[config.mk]
export PLATFORM = sky130hd
export DESIGN_NAME = fb_port_arbiter_flat
export DESIGN_NICKNAME = d
export VERILOG_FILES = /design/src/rtl/fb_port_if.sv /design/src/rtl/fb_port_arbiter.sv /design/src/flat_wrapper.sv
export SDC_FILE = /design/constraint.sdc
export NUM_CORES = 1
export LEC_CHECK = 0
export ABC_AREA = 1
export CAP_MARGIN = 30
export CORE_UTILIZATION = 21
export DETAILED_ROUTE_END_ITERATION = 7
export PLACE_DENSITY = 0.92
export REMOVE_ABC_BUFFERS = 1
export SKIP_CTS_REPAIR_TIMING = 1
export SLEW_MARGIN = 20
export SYNTH_ARGS = -nofsm -noshare
export SYNTH_HDL_FRONTEND = slang
export SYNTH_SLANG_ARGS = --single-unit
[constraint.sdc]
create_clock -name clk_25 -period 1.3 [get_ports clk_25]
set_input_delay 0.195 -clock clk_25 [delete_from_list [all_inputs] [get_ports clk_25]]
set_output_delay 0.195 -clock clk_25 [all_outputs]
set_load 0.01 [all_outputs]
[src/rtl/fb_port_if.sv]
// Bundle of the display-read, pixel-write and RAM-side signals around the framebuffer arbiter.
// slave: the arbiter's view; master: the display, writer and RAM side.
interface fb_port_if #(
  parameter int ADDR_W = 15
) ();
  logic              disp_req;
  logic [ADDR_W-1:0] disp_addr;
  logic              disp_data;
  logic              wr_valid;
  logic              wr_ready;
  logic [ADDR_W-1:0] wr_addr;
  logic              wr_data;
  logic [ADDR_W-1:0] ram_addr;
  logic              ram_we;
  logic              ram_wdata;
  logic              ram_rdata;

  modport slave (
    input  disp_req, disp_addr, wr_valid, wr_addr, wr_data, ram_rdata,
    output disp_data, wr_ready, ram_addr, ram_we, ram_wdata
  );

  modport master (
    output disp_req, disp_addr, wr_valid, wr_addr, wr_data, ram_rdata,
    input  disp_data, wr_ready, ram_addr, ram_we, ram_wdata
  );
endinterface

[src/rtl/fb_port_arbiter.sv]
// Single-port 1-bit framebuffer arbiter: display reads > clear engine > pixel writer.
// Define FB_CLEAR_EN to build the full-buffer clear engine (clr_* ports are tied off otherwise).
module fb_port_arbiter #(
  parameter int   ADDR_W    = 15,
  parameter int   DEPTH     = 19200,
  parameter logic CLEAR_VAL = 1'b0
) (
  input  logic        clk_25,
  input  logic        rst_n,
  fb_port_if.slave    bus,
  input  logic        clr_start,
  output logic        clr_busy,
  output logic        clr_done
);

  localparam logic [ADDR_W-1:0] DEPTH_A = ADDR_W'(DEPTH);

  logic              rd_pend;
  logic              clear_active;
  logic [ADDR_W-1:0] clr_addr;

  always_ff @(posedge clk_25 or negedge rst_n) begin
    if (!rst_n) begin
      rd_pend <= 1'b0;
    end else begin
      rd_pend <= bus.disp_req;
    end
  end

  // The RAM output is already a register, so gating it with rd_pend gives a
  // registered, one-cycle-latency pixel that reads black when no fetch is pending.
  assign bus.disp_data = rd_pend & bus.ram_rdata;

  assign bus.wr_ready = rst_n & ~bus.disp_req & ~clear_active;

  always_comb begin
    bus.ram_addr  = bus.disp_addr;
    bus.ram_we    = 1'b0;
    bus.ram_wdata = bus.wr_data;
    if (!bus.disp_req) begin
      if (clear_active) begin
        bus.ram_addr  = clr_addr;
        bus.ram_we    = 1'b1;
        bus.ram_wdata = CLEAR_VAL;
      end else if (bus.wr_valid && rst_n) begin
        bus.ram_addr = bus.wr_addr;
        bus.ram_we   = (bus.wr_addr < DEPTH_A);
      end
    end
  end

`ifdef FB_CLEAR_EN
  localparam logic [ADDR_W-1:0] LAST_ADDR = ADDR_W'(DEPTH - 1);

  typedef enum logic {
    IDLE  = 1'b0,
    CLEAR = 1'b1
  } state_t;

  state_t            state, state_next;
  logic [ADDR_W-1:0] clr_addr_next;
  logic              clr_done_next;
  logic              clr_write;

  assign clear_active = (state == CLEAR);
  assign clr_busy     = clear_active;
  assign clr_write    = clear_active & ~bus.disp_req;

  always_ff @(posedge clk_25 or negedge rst_n) begin
    if (!rst_n) begin
      state    <= IDLE;
      clr_addr <= '0;
      clr_done <= 1'b0;
    end else begin
      state    <= state_next;
      clr_addr <= clr_addr_next;
      clr_done <= clr_done_next;
    end
  end

  // Display-granted cycles stall the sweep; the last address returns to IDLE.
  always_comb begin
    state_next    = state;
    clr_addr_next = clr_addr;
    clr_done_next = 1'b0;
    case (state)
      IDLE: begin
        if (clr_start) begin
          state_next    = CLEAR;
          clr_addr_next = '0;
        end
      end
      CLEAR: begin
        if (clr_write) begin
          if (clr_addr == LAST_ADDR) begin
            state_next    = IDLE;
            clr_done_next = 1'b1;
          end else begin
            clr_addr_next = clr_addr + ADDR_W'(1);
          end
        end
      end
      default: state_next = IDLE;
    endcase
  end
`else
  logic unused_clr_start;

  assign unused_clr_start = clr_start;
  assign clear_active     = 1'b0;
  assign clr_addr         = '0;
  assign clr_busy         = 1'b0;
  assign clr_done         = 1'b0;
`endif

endmodule

[src/flat_wrapper.sv]
// flat-port wrapper written by rule: the top's interface ports become plain ports
module fb_port_arbiter_flat 
#(
  parameter int   ADDR_W    = 15,
  parameter int   DEPTH     = 19200,
  parameter logic CLEAR_VAL = 1'b0
)
  (clk_25, rst_n, clr_start, clr_busy, clr_done, bus_disp_req, bus_disp_addr, bus_wr_valid, bus_wr_addr, bus_wr_data, bus_ram_rdata, bus_disp_data, bus_wr_ready, bus_ram_addr, bus_ram_we, bus_ram_wdata);
  fb_port_if #(.ADDR_W(ADDR_W)) bus_i ();
  input  logic clk_25;
  input  logic rst_n;
  input  logic clr_start;
  output logic clr_busy;
  output logic clr_done;
  input wire logic [$bits(bus_i.disp_req)-1:0] bus_disp_req;
  input wire logic [$bits(bus_i.disp_addr)-1:0] bus_disp_addr;
  input wire logic [$bits(bus_i.wr_valid)-1:0] bus_wr_valid;
  input wire logic [$bits(bus_i.wr_addr)-1:0] bus_wr_addr;
  input wire logic [$bits(bus_i.wr_data)-1:0] bus_wr_data;
  input wire logic [$bits(bus_i.ram_rdata)-1:0] bus_ram_rdata;
  output wire logic [$bits(bus_i.disp_data)-1:0] bus_disp_data;
  output wire logic [$bits(bus_i.wr_ready)-1:0] bus_wr_ready;
  output wire logic [$bits(bus_i.ram_addr)-1:0] bus_ram_addr;
  output wire logic [$bits(bus_i.ram_we)-1:0] bus_ram_we;
  output wire logic [$bits(bus_i.ram_wdata)-1:0] bus_ram_wdata;
  assign bus_i.disp_req = bus_disp_req;
  assign bus_i.disp_addr = bus_disp_addr;
  assign bus_i.wr_valid = bus_wr_valid;
  assign bus_i.wr_addr = bus_wr_addr;
  assign bus_i.wr_data = bus_wr_data;
  assign bus_i.ram_rdata = bus_ram_rdata;
  assign bus_disp_data = bus_i.disp_data;
  assign bus_wr_ready = bus_i.wr_ready;
  assign bus_ram_addr = bus_i.ram_addr;
  assign bus_ram_we = bus_i.ram_we;
  assign bus_ram_wdata = bus_i.ram_wdata;
  fb_port_arbiter #(.ADDR_W(ADDR_W), .DEPTH(DEPTH), .CLEAR_VAL(CLEAR_VAL)) u_core (.clk_25(clk_25), .rst_n(rst_n), .bus(bus_i), .clr_start(clr_start), .clr_busy(clr_busy), .clr_done(clr_done));
endmodule
==> impl_metrics.json <==
{
  "placementRows": 13,
  "synthXorXnorAreaFrac_pct": 0,
  "final_nets": 163,
  "start_util_pct": 23.5,
  "syn_inst": 69,
  "nFillCells": 129,
  "synth-seq-area-share_pct": 7.87,
  "slew_violations": 0,
  "synth_compound_area_share_pct": 3.15,
  "rsz0062_at_grt": "false",
  "fmax_ghz": 0.818,
  "synth_top_family_by_area": "simple AND/OR/NAND/NOR gates",
  "io_buffers": 52,
  "grtUsageTotal_pct": 13.8,
  "clkSlewWorstSetupHoldPaths_ns": 0,
  "final_area_um2": 875,
  "yosysUniqueCellTypes": 12,
  "fin_crit_sh_pct": 94.1,
  "setup_viol": 0,
  "end_kind": "output port",
  "grt_pass1_vias": 420,
  "hpwl_um": 1130,
  "worst_hold_path_type": "in -> async",
  "finalPower_mw": 0.289,
  "dr.pass1.iters": 4,
  "overflow": 0,
  "ir_drop_mv": 0.174,
  "drt_iter0_drc": 6,
  "syn-cell-area_um2": 318,
  "status": "completed",
  "crit_fanout": 2,
  "regMostFlops": "u_core.rd_pend",
  "syn_avg_cell_area_um2": 4.61,
  "coreArea_um2": 1350,
  "synth_seq_cells": 1,
  "io_pins": 58,
  "antenna-diode-count": 0,
  "critPathKind": "in -> out",
  "syn2layout_area_growth_pct": 175,
  "power_density_nw_per_um2": 330,
  "grt_max_degree": 16,
  "place_area_um2": 865,
  "via_count": 581,
  "top_regs": "u_core.rd_pend (1)",
  "required_ns": 1.11,
  "arrival_ns": 1.03,
  "drc_errors": 0,
  "antenna_found_initial": 0,
  "synth-simple-area-share_pct": 68.9,
  "die_x_um": 40.9,
  "multi_input_area_um2": 256,
  "muxShareOfSynthArea_pct": 0,
  "yosysWarnings": 0,
  "p_leak_nw": 0.601,
  "final_cell_mix": "nand2_1, clkdlybuf4s50_1, dlymetal6s2s_1, clkbuf_2, buf_4",
  "globalplace.congestion": 0.715,
  "timing.final.crit_period_ns": 1.22,
  "die-area_um2": 1670,
  "mostFrequentLayoutCell": "nand2_1",
  "critical_path.startpoint_type": "primary input",
  "finalHoldViolCount": 0,
  "seqCellArea_um2": 25.0,
  "hold_ws_ns": 0.132,
  "avgRoutedWirePerCell_um": 9.81,
  "viasPerCell": 4.18,
  "drive_above_1_share_pct": 19.4,
  "synth_adder_area_share_pct": 0,
  "largest_reg_flops": 1,
  "maxCapViolations": 0,
  "antenna_left": 0,
  "wl_um": 1360,
  "grt_first_pass_wirelength_um": 1640,
  "die_h_um": 40.9
}
-- where the power goes --
part | switching, mW | internal [mW] | leakage [nW]
registers | 0.000356 | 0.0333 | 0.0117
logic | 0.0997 | 0.156 | 0.589
clock network | 0 | 0 | 0
total | 0.100 | 0.189 | 0.601
-- per-layer routing --
layer	vias to the layer above	routed length (um)	track usage, %
met3	0	145	0.543
met5	-	0	0
met4	0	0	0
met1	251	447	14.2
met2	22	772	30.5
li1	308	-	-
-- worst paths after layout --
kind                           startpoint             end  slack, ns  depth (start not counted)
max in group asynchronous           rst_n  u_core.rd_pend       1.09                          2
min in group clk_25          bus_disp_req  u_core.rd_pend       0.34                          1
worst max-delay path       bus_wr_addr[8]      bus_ram_we       0.08                          5
worst min-delay path                rst_n  u_core.rd_pend       0.13                          2
-- stage by stage --
step / cells / utilization [%] / setup TNS, ns / setup slack [ns]
after floorplan: 65 / - / 0 / 0.326
after global placement: 138 / 64.0 / -10.24 / -0.634
after detailed placement: 138 / 64.0 / -10.75 / -0.669
after CTS: 138 / 64.0 / -10.82 / -0.676
after global routing: 139 / 64.8 / 0 / 0.0164
final: 139 / 64.8 / 0 / 0.0772
-- cell usage after synthesis (all sizes together) --
master  instances  share of area (%)
nand2          51                 62
inv             5                5.9
o21ai           1                1.6
a21oi           1                1.6
conb            1                1.2
buf             5                 13
nor2            4                7.1
dfrtp           1                7.9
-- cell type report --
type,count,share of cell area (%)
multi-input combinational,60,29.3
tap,15,2.15
sequential,1,2.86
timing repair buffer,58,63.5
inverter,5,2.15
-- kinds of logic (layout without fill, tap and decap cells) --
logic type,after synthesis,after routing
simple gates,55,56
buf+inv,10,63
compound gates,2,2
other cells,1,2
flops,1,1
-- worst max-delay path, cell delays in order --
cell and delay (ns):
clkdlybuf4s50_1 0.43, a21oi_2 0.13, nor2_1 0.05, nor2_1 0.08
buf_2 0.13
(Power assumes the default switching activity.)
